### src/rtl/fifo_pkg.sv
// rtl/fifo_pkg.sv - shared FIFO pointer helpers and defaults for read/write controllers
package fifo_pkg;

    localparam int DEFAULT_ADDR_SIZE = 3;

    // Widest pointer the helpers handle; callers zero-extend into this and cast the result back.
    localparam int PTR_MAX_W = 16;

    function automatic logic [PTR_MAX_W-1:0] bin2gray(input logic [PTR_MAX_W-1:0] b);
        return b ^ (b >> 1);
    endfunction

    // Upper zero bits of a zero-extended Gray value decode to zero, so one width serves all.
    function automatic logic [PTR_MAX_W-1:0] gray2bin(input logic [PTR_MAX_W-1:0] g);
        logic [PTR_MAX_W-1:0] b;
        b[PTR_MAX_W-1] = g[PTR_MAX_W-1];
        for (int i = PTR_MAX_W - 2; i >= 0; i--) begin
            b[i] = b[i+1] ^ g[i];
        end
        return b;
    endfunction

endpackage

### src/rtl/sync_2ff.sv
// rtl/sync_2ff.sv - two-flop synchroniser with asynchronous active-low reset
module sync_2ff #(
    parameter int width = 4
) (
    input  logic             clk,
    input  logic             rst_n,
    input  logic [width-1:0] d,
    output logic [width-1:0] q
);

    logic [width-1:0] stage1;

    // First flop absorbs metastability, second presents a settled value to the domain.
    always_ff @(posedge clk or negedge rst_n) begin
        if (!rst_n) begin
            stage1 <= '0;
            q      <= '0;
        end else begin
            stage1 <= d;
            q      <= stage1;
        end
    end

endmodule

### src/rtl/fifo_write_ctrl.sv
// rtl/fifo_write_ctrl.sv - async FIFO write-side pointer, full/level and overflow control
module fifo_write_ctrl
    import fifo_pkg::*;
#(
    parameter int addr_size          = DEFAULT_ADDR_SIZE,
    parameter int almost_full_thresh = 6
) (
    input  logic                 write_clk,
    input  logic                 write_rst_n,
    input  logic                 write_en,
    input  logic [addr_size:0]   read_ptr_gray,
    input  logic                 overflow_clr,
    output logic [addr_size-1:0] write_ptr_binary,
    output logic [addr_size:0]   write_ptr_gray,
    output logic                 fifo_full,
    output logic                 almost_full,
    output logic [addr_size:0]   write_level,
    output logic                 write_ack,
    output logic                 overflow
);

    localparam int ptr_w = addr_size + 1;
    localparam logic [ptr_w-1:0] thresh_level = ptr_w'(almost_full_thresh);

    logic [ptr_w-1:0] wbin;
    logic [ptr_w-1:0] wbin_next;
    logic [ptr_w-1:0] wgray_next;
    logic [ptr_w-1:0] rq2;
    logic [ptr_w-1:0] rbin;
    logic [ptr_w-1:0] full_pattern;
    logic [ptr_w-1:0] level_next;
    logic             full_next;
    logic             almost_next;

    // Read pointer crosses in here only; everything downstream uses rq2.
    sync_2ff #(
        .width(ptr_w)
    ) u_rptr_sync (
        .clk  (write_clk),
        .rst_n(write_rst_n),
        .d    (read_ptr_gray),
        .q    (rq2)
    );

    assign write_ack        = write_en && !fifo_full;
    assign write_ptr_binary = wbin[addr_size-1:0];

    // Next-state pointer and flags; flags look at the post-write pointer so full lands with the last write.
    always_comb begin
        wbin_next    = wbin + {{addr_size{1'b0}}, write_ack};
        wgray_next   = ptr_w'(bin2gray(PTR_MAX_W'(wbin_next)));
        rbin         = ptr_w'(gray2bin(PTR_MAX_W'(rq2)));
        full_pattern = {~rq2[addr_size:addr_size-1], rq2[addr_size-2:0]};
        full_next    = (wgray_next == full_pattern);
        level_next   = wbin_next - rbin;
        almost_next  = (level_next >= thresh_level);
    end

    // Pointer, Gray pointer and occupancy flags all update on the same edge.
    always_ff @(posedge write_clk or negedge write_rst_n) begin
        if (!write_rst_n) begin
            wbin           <= '0;
            write_ptr_gray <= '0;
            write_level    <= '0;
            fifo_full      <= 1'b0;
            almost_full    <= 1'b0;
        end else begin
            wbin           <= wbin_next;
            write_ptr_gray <= wgray_next;
            write_level    <= level_next;
            fifo_full      <= full_next;
            almost_full    <= almost_next;
        end
    end

    // Sticky overflow; a fresh rejected write wins over a clear in the same cycle.
    always_ff @(posedge write_clk or negedge write_rst_n) begin
        if (!write_rst_n) begin
            overflow <= 1'b0;
        end else if (write_en && fifo_full) begin
            overflow <= 1'b1;
        end else if (overflow_clr) begin
            overflow <= 1'b0;
        end
    end

endmodule

### config.mk
export PLATFORM = sky130hd
export DESIGN_NAME = fifo_write_ctrl
export DESIGN_NICKNAME = d
export VERILOG_FILES = /design/src/rtl/fifo_pkg.sv /design/src/rtl/sync_2ff.sv /design/src/rtl/fifo_write_ctrl.sv
export SDC_FILE = /design/constraint.sdc
export NUM_CORES = 1
export LEC_CHECK = 0
export ABC_CLOCK_PERIOD_IN_PS = 3100
export CAP_MARGIN = 30
export CORE_MARGIN = 3
export CORE_UTILIZATION = 47
export DETAILED_ROUTE_END_ITERATION = 12
export GPL_ROUTABILITY_DRIVEN = 0
export GPL_TIMING_DRIVEN = 0
export PLACE_DENSITY = 0.77
export SLEW_MARGIN = 25
export SYNTH_ARGS = -nofsm -noshare
export SYNTH_HDL_FRONTEND = slang
export SYNTH_SLANG_ARGS = --single-unit
### constraint.sdc
create_clock -name write_clk -period 3.1 [get_ports write_clk]
set_input_delay 0.62 -clock write_clk [delete_from_list [all_inputs] [get_ports write_clk]]
set_output_delay 0.62 -clock write_clk [all_outputs]
set_load 0.02 [all_outputs]
## Word-level counts from Yosys, hierarchy flattened

Index checks and enable logic that the tools add are counted.

- Bits in registers: 23
- Bits in latches: 0
- RAM bits: 0
- Memory bits (read-only): 0
- Bits of input ports: 8
- Output and inout port bits: 15
- Logic and storage cells: 23
- Memories kept: 0

- Add/subtract/negate cells: 2
- Multiply operators: 0
- Divide/modulo/power cells: 0
- Order comparisons: 1
- Equality and inequality tests: 1
- Shift-type cells: 0
- Multiplexer cells: 2
- Bitwise operators: 5
- Reduce and logical (&&, ||, !) cells: 4

Operators with widths:

| cell | count |
|---|---|
| $add 4x1->4 | 1 |
| $eq 4x4->1 | 1 |
| $ge 4x3->1 const B | 1 |
| $sub 4x4->4 | 1 |
| $xor 4x3->4 | 1 |
| $xor 1x1->1 | 3 |
| $logic_and 1x1->1 | 2 |
| $mux 1 | 2 |
| $not 2->2 | 1 |
| $reduce_bool 2->1 | 1 |
| $logic_not 1->1 | 1 |

## Logic depth before layout (Yosys ltp)

Gate-level depths: netlist (run 1).

- Depth in word-level cells: 5
- Mapped depth: 9
- Depth with buffers taken out: 9

## Modules after synthesis

Synthesis (run 1) repeated with hierarchy kept, for this count alone.

- Cells, all modules: 61
- Area, all modules: 879.6 µm²

Modules (own cells, without submodules):

| module | instances | cells each | area each (µm²) | seq. area each (µm²) |
|---|---|---|---|---|
| fifo_write_ctrl | 1 | 53 | 679.4 | 350.3 |
| sync_2ff | 1 | 8 | 200.2 | 200.2 |

## Worst setup path before layout (run 1)

No wires, ideal clock.

- Kind: input port to flip-flop
- Start point: input write_en
- End point: register almost_full
- Setup time: 0.133 ns
- Arrival: 2.530 ns
- Data required time: 2.967 ns
- Setup slack: 0.437 ns
- Stages on the path: 9
- Buffers on the path: 0
- Path through: nor2b_1 -> ha_1 -> ha_1 -> inv_1 -> fa_1 -> inv_1 -> and3_1 -> a31oi_1 -> o211ai_1

- Longest elaborated chain between the ends: 4

Ends and longest elaborated chain:

| what | line | source |
|---|---|---|
| from (decl) | fifo_write_ctrl.sv:10 | `input logic write_en,` |
| $logic_and 1x1->1 | fifo_write_ctrl.sv:45 | `assign write_ack = write_en && !fifo_full;` |
| $add 4x1->4 | fifo_write_ctrl.sv:50 | `wbin_next = wbin + {{addr_size{1'b0}}, write_ack};` |
| named net wbin_next[1] | fifo_write_ctrl.sv:26 | `logic [ptr_w-1:0] wbin_next;` |
| $sub 4x4->4 | fifo_write_ctrl.sv:55 | `level_next = wbin_next - rbin;` |
| named net level_next[1] | fifo_write_ctrl.sv:31 | `logic [ptr_w-1:0] level_next;` |
| $ge 4x3->1 | fifo_write_ctrl.sv:56 | `almost_next = (level_next >= thresh_level);` |
| named net almost_next | fifo_write_ctrl.sv:33 | `logic almost_next;` |
| to (signal assigned) | fifo_write_ctrl.sv:72 | `almost_full <= almost_next;` |
| to (decl) | fifo_write_ctrl.sv:16 | `output logic almost_full,` |

The timed path passes the listed nets, and every way through them passes these cells.
A chain may end at the register's enable or synchronous reset.

## Worst setup path in the final report (run 1)

Same ends and word-level chain as after synthesis.

==> results of run 1 <==
stage by stage:
step / total power, mW / hold slack (ns) / std cells / TNS (ns) / worst slack (ns)
2_1_floorplan: 1.06 / 0.324 / 68 / 0 / 0.437
3_3_place_gp: 1.33 / 0.332 / 115 / 0 / 0.0411
3_5_place_dp: 1.36 / 0.340 / 115 / -0.00234 / -0.00234
4_1_cts: 1.48 / 0.366 / 118 / 0 / 0.322
5_1_grt: 1.59 / 0.372 / 119 / 0 / 0.142
6_report: 1.47 / 0.362 / 119 / 0 / 0.308
registers in the layout, indices dropped and copies added (netlist names):
register,flops
almost_full,1
fifo_full,1
overflow,1
u_rptr_sync.q,4
u_rptr_sync.stage1,4
wbin,4
write_level,4
write_ptr_gray,3
layout by cell type, fill, tap and decap left out, types with 2 or more instances in the layout:
| cell | count |
|---|---|
| dfrtp_1 | 22 |
| clkdlybuf4s50_1 | 22 |
| xnor2_1 | 10 |
| inv_1 | 8 |
| xor2_1 | 5 |
| ha_1 | 5 |
| clkbuf_4 | 3 |
| nand3_1 | 2 |
kinds of logic (layout without fill, tap and decap cells):
logic type	Yosys count	after routing	synth area share, %
flip-flops	22	22	59.8
XOR/XNOR	16	16	16.0
AO/OA/AOI/OAI	9	9	7.34
buffers and inverters	8	34	3.26
adder cells (fa/ha/maj)	6	6	8.97
AND/OR/NAND/NOR	6	6	3.53
multiplexers	1	1	1.09
worst max-delay path by stage:
| stage | to | slack [ns] | depth (start not counted) |
|---|---|---|---|
| floorplan | almost_full | 0.44 | 9 |
| finish | almost_full | 0.31 | 10 |
| global placement | almost_full | 0.04 | 10 |
| CTS | almost_full | 0.32 | 10 |
| detailed placement | almost_full | -0.002 | 10 |
| global route | almost_full | 0.14 | 10 |
cells in the mapped netlist, drive strengths merged:
library cell,instances
xnor2,10
ha,5
or3,1
inv,8
fa,1
a31oi,1
a21oi,1
a21boi,1
dfrtp,22
nand3,2
a211oi,2
mux2i,1
nor2b,1
o21ai,1
and3,1
xor2,6
nand2,1
o22a,1
a21o,1
o211ai,1
area by class of cell:
type	count	area share, %
clock buffers	3	1.86
inverters	8	2.48
multi-input cells	38	28.1
flip-flops and latches	22	45.5
well taps	25	2.59
repair buffers	23	19.4
report_power, final:
group,leakage [nW],switching (mW),internal [mW]
Clock,0.0138,0.0762,0.0453
Sequential,0.260,0.0497,0.396
Combinational,0.264,0.470,0.432
worst max-delay path, stage by stage:
cell,delay [ns]
clkdlybuf4s50_1,0.41
nor2b_1,0.16
ha_1,0.21
ha_1,0.40
inv_1,0.12
fa_1,0.56
inv_1,0.06
and3_1,0.17
a31oi_1,0.14
o211ai_1,0.12
layer usage:
layer  vias to the layer above  wire length [um]  share of wire (%)
li1                        276                 -                  -
met1                       279               552                 40
met2                        15               730                 52
met3                         4                73                5.2
met4                         0                36                2.6
met5                         -                 0                  0
==> impl_results.md, run 1 <==
- Insertion delay of the later-clocked pin in the worst-skew pair: 0.30 ns
- DRC violations left: 0
- Initial DRC count: 7
- Total standard cell area after synthesis: 921 um^2
- Effective utilization at floorplan: 51.6%
- Post-layout utilization of the core: 67.9%
- Final-report max-slew violation count: 0
- Worst setup path startpoint: write_en
- Met2 demand-to-capacity share in global routing: 23.3%
- Wire length per cell: 11.7 um
- Worst Path Max Fanout: 6
- NumNets Final: 110
- Hold wc startpoint: u_rptr_sync.stage1[0]
- Reg2reg start: u_rptr_sync.q[3]
- Number of buffers on the longest clock path: 2
- Depth of the worst register-to-register path: 9
- Share of cells above drive strength 1: 6.38%
- Syn Area/Cell: 13.5 um^2
- Total power divided by cell area: 1210 nW/um^2
- Cts bufs inserted: 3
- Gates resized, CTS repair: 0
- Required time of the critical path: 3.28 ns
- CTS tree: done
- Post-synthesis register bit count: 22
- Vias in the first global route: 589
- Clock tree root buffer cell: clkbuf_4
- Final setup violation count: 0
- Layout fillers: 145
- Critical Path Source Type: input port
- Yosys Warn Count: 0
- WS Path Type: input port to flop
- Static leakage: 0.538 nW
- Worst reg-to-reg setup slack: 0.70 ns
- Cell type contributing the most total cell area after synthesis: dfrtp_1
- Dpl cell area: 1170 um^2
- Number of antenna violations at the first check in global routing: 0
- Worst Hold End: u_rptr_sync.q[0]
- Min Clock Period, post-route: 2.79 ns
- # diodes: 0
- Routed via count divided by cell count: 4.82
- First-pass DRT Iterations: 2
- Fraction of post-synthesis cell area in the top cell type by area: 59.8%
- Final Hold Viols: 0
- Fraction of met3 tracks used by global routing: 2.08%
- Congestion Overflow GR: 0
- Final non-filler cell area: 1210 um^2
- Worst hold path type: flop to flop
- Critical Path Sink Type: flop
- Number of max-capacitance violations reported: 0
- Full die area: 2530 um^2
- Sequential fraction of the synthesis area: 59.8%
- Result of the run: complete, no violations
- Die X: 50.3 um
- Wire length after detailed routing: 1390 um
- Endpoint of the most critical register-to-register path: almost_full
- Die Ht: 50.3 um
- Fin crit share: 90.1%
- H-tree Lvls: 1
- Cts hold-fix bufs: 0
- Tightest Pin Transition: 0.415 ns
- Register area: 551 um^2
- Number of cells produced by synthesis: 68
- Maximum ir drop on the vdd rail: 0.569 mV
- CTS clk-pin slew, worst paths: 0.11 ns
- Largest net degree at the start of global routing: 23
- Worst clock skew: 0.00338 ns
- Met1 capacity usage during global routing: 14.8%
- Clk sink count: 22
- Cells taking the most area after synthesis: dfrtp_1, xnor2_1, ha_1
- Worst hold path stage count: 0
- Layout overhead on the synthesized area: 31.4%
- Number of buffers added on ports: 22
- Highest achievable clock rate: 358 MHz
- Total via count after detailed routing: 574
- Total number of placement rows: 15
- I/O Pins: 23
- Setup repair after global routing missed its margin: false
- DRT antenna net count: 0
- Core Region: 1780 um^2
- Headroom to the max-slew limit: 72.2%
- Half-perimeter wire length after placement: 1090 um
- Total nets after synthesis: 82
- Area taken by multi-input logic gates: 340 um^2
- Global routing's busiest layer: met2
- Overall fraction of global-route tracks in use: 13.7%
- First-pass GRT wire length: 2480 um
- Arrival time at the worst endpoint: 2.97 ns
- Count of buffers added by post-CTS timing repair for setup: 0
- Unique cell type count in the Yosys netlist: 22
Power figures use the tool's default switching activity.
==> run 2, diff against run 1 <==
CAP_MARGIN = 0   (was 30)
CTS_CLUSTER_DIAMETER = 60   (was unset)
==> run 2 against run 1 <==
  * Wire length fell by 0.79%
  * Via count is 1.2% lower
  * Clock skew is 0.0015 ns lower
  * Register-to-register slack got worse by 0.02 ns
  * Fmax about the same
  * Global-route usage did not move
  * Sequential cell count is the same
  * Critical endpoint unchanged
==> impl_results.md, run 2 (same netlist as run 1, synthesis figures left out) <==
- Worst clock skew: 0.00190 ns
- Arrival time at the worst endpoint: 2.97 ns
- Core Region: 1780 um^2
- Post-layout utilization of the core: 67.0%
- Static leakage: 0.530 nW
- Fin worst setup slack: 0.310 ns
- Wire length per cell: 11.7 um
- Commonest cells after routing, fill and taps aside: dfrtp_1, clkdlybuf4s50_1, xnor2_1, inv_1
- Required time of the critical path: 3.28 ns
- Final setup violation count: 0
- Clock Power Share: 8.2%
- CTS tree: done
- Worst hold slack across all endpoints: 0.362 ns
- H-tree Lvls: 1
- Critical Path Sink Type: flop
- Sequential fraction of design power: 30.5%
- Share of cells above drive strength 1: 5.38%
- Hold wc startpoint: u_rptr_sync.stage1[0]
- DRT antenna net count: 0
- Clk sink count: 22
- Final Hold Viols: 0
- Fin crit share: 90.0%
- CTS clk-pin slew, worst paths: 0.11 ns
- First-pass DRT Iterations: 4
- Total power divided by cell area: 1230 nW/um^2
- Final-report max-slew violation count: 0
- Half-perimeter wire length after placement: 1090 um
- Number of buffers on the longest clock path: 2
- CP delay by family, top: adder cells
- Largest net degree at the start of global routing: 23
- Clock tree root buffer cell: clkbuf_4
- Effective utilization at floorplan: 51.6%
- Ordered cell list for the critical path: clkdlybuf4s50_1 -> nor2b_1 -> ha_1 -> ha_1 -> inv_1 -> fa_1 -> inv_1 -> and3_1 -> a31oi_1 -> o211ai_1
- Worst setup path startpoint: write_en
- Reg2reg start: u_rptr_sync.q[3]
- WS Path Type: input port to flop
- Tightest Pin Transition: 0.913 ns
- Highest achievable clock rate: 358 MHz
- Routed via count divided by cell count: 4.81
- Number of max-capacitance violations reported: 0
- Die Ht: 50.3 um
- Logic gate share of total power: 61.3%
- Fraction of met3 tracks used by global routing: 2.08%
- Critical Path Source Type: input port
- Number of antenna violations at the first check in global routing: 0
- # diodes: 0
- DRC violations left: 0
- First-pass GRT wire length: 2480 um
- I/O Pins: 23
- Gates resized, CTS repair: 0
- NumNets Final: 109
- Total via count after detailed routing: 567
- Vias in the first global route: 589
- Layout overhead on the synthesized area: 29.8%
- Worst hold path type: flop to flop
- Setup repair after global routing missed its margin: false
- Maximum ir drop on the vdd rail: 0.573 mV
- Net load switching power: 0.593 mW
- Die X: 50.3 um
- Count of buffers added by post-CTS timing repair for setup: 0
- Layout fillers: 145
- Met1 capacity usage during global routing: 14.8%
- Headroom to the max-slew limit: 39.0%
- Congestion Overflow GR: 0
- Worst Path Max Fanout: 6
- Full die area: 2530 um^2
- Min Clock Period, post-route: 2.79 ns
- Total number of placement rows: 15
- Slowest stage cell, crit path: fa_1
- Result of the run: complete, no violations
- Insertion delay of the later-clocked pin in the worst-skew pair: 0.29 ns
- Post-Place Setup Slack: -0.00234 ns
- Max incr delay on CP: 0.56 ns
- Number of buffers added on ports: 22
- Cts hold-fix bufs: 0
- Wire length after detailed routing: 1380 um
- Buffers and inverters on the worst path: 3
- Overall fraction of global-route tracks in use: 13.7%
- Initial DRC count: 5
- Cell-internal power: 0.871 mW
- Sw Share: 40.5%
- Met2 demand-to-capacity share in global routing: 23.3%
- Global routing's busiest layer: met2
- Cts bufs inserted: 3
[run 2: cell types whose count changed in the layout (fill, tap and decap cells not counted), sizes merged]
cell and delta:
buf -1
[run 2: power by group through the flow]
stage,registers (mW),logic (mW),clock network (mW)
floorplan,0.568,0.491,0
global placement,0.450,0.878,0
detailed placement,0.453,0.904,0
CTS,0.447,0.908,0.129
global route,0.461,0.989,0.142
finish,0.446,0.898,0.121
[run 2: layer usage]
layer | share of wire [%] | routed length [um]
met1 | 39 | 541
met2 | 53 | 727
met3 | 5.6 | 78
met4 | 2.5 | 34
met5 | 0 | 0
[run 2: area by class of cell]
class,instances,area (um^2),share of cell area (%)
repair buffers,22,220,18.4
clock buffers,3,22.5,1.88
inverters,8,30.0,2.51
flip-flops and latches,22,551,46.1
well taps,25,31.3,2.62
multi-input cells,38,340,28.5
[run 2: metrics by stage]
stage           TNS, ns  cells  cell area [um^2]  power (mW)
3_5_place_dp   -0.00234    115              1170        1.36
5_1_grt               0    118              1190        1.59
3_3_place_gp          0    115              1170        1.33
2_1_floorplan         0     68               921        1.06
6_report              0    118              1190        1.46
4_1_cts               0    118              1190        1.48
[run 2: worst paths after layout]
check	end	slack (ns)	depth (start not counted)
hold / removal	u_rptr_sync.q[0]	0.36	0
setup reg to reg	almost_full	0.68	9
hold reg to reg	u_rptr_sync.q[0]	0.36	0
setup / recovery	almost_full	0.31	10
min in group asynchronous	write_level[3]	0.83	1
max in group asynchronous	u_rptr_sync.q[2]	1.72	1
[run 2: worst register-to-register path: stages, from the launching register on]
cell and delay (ns):
dfrtp_1 0.42, xnor2_1 0.27, xor2_1 0.30, xnor2_1 0.11
ha_1 0.21, fa_1 0.50, inv_1 0.05, and3_1 0.18
a31oi_1 0.14, o211ai_1 0.11
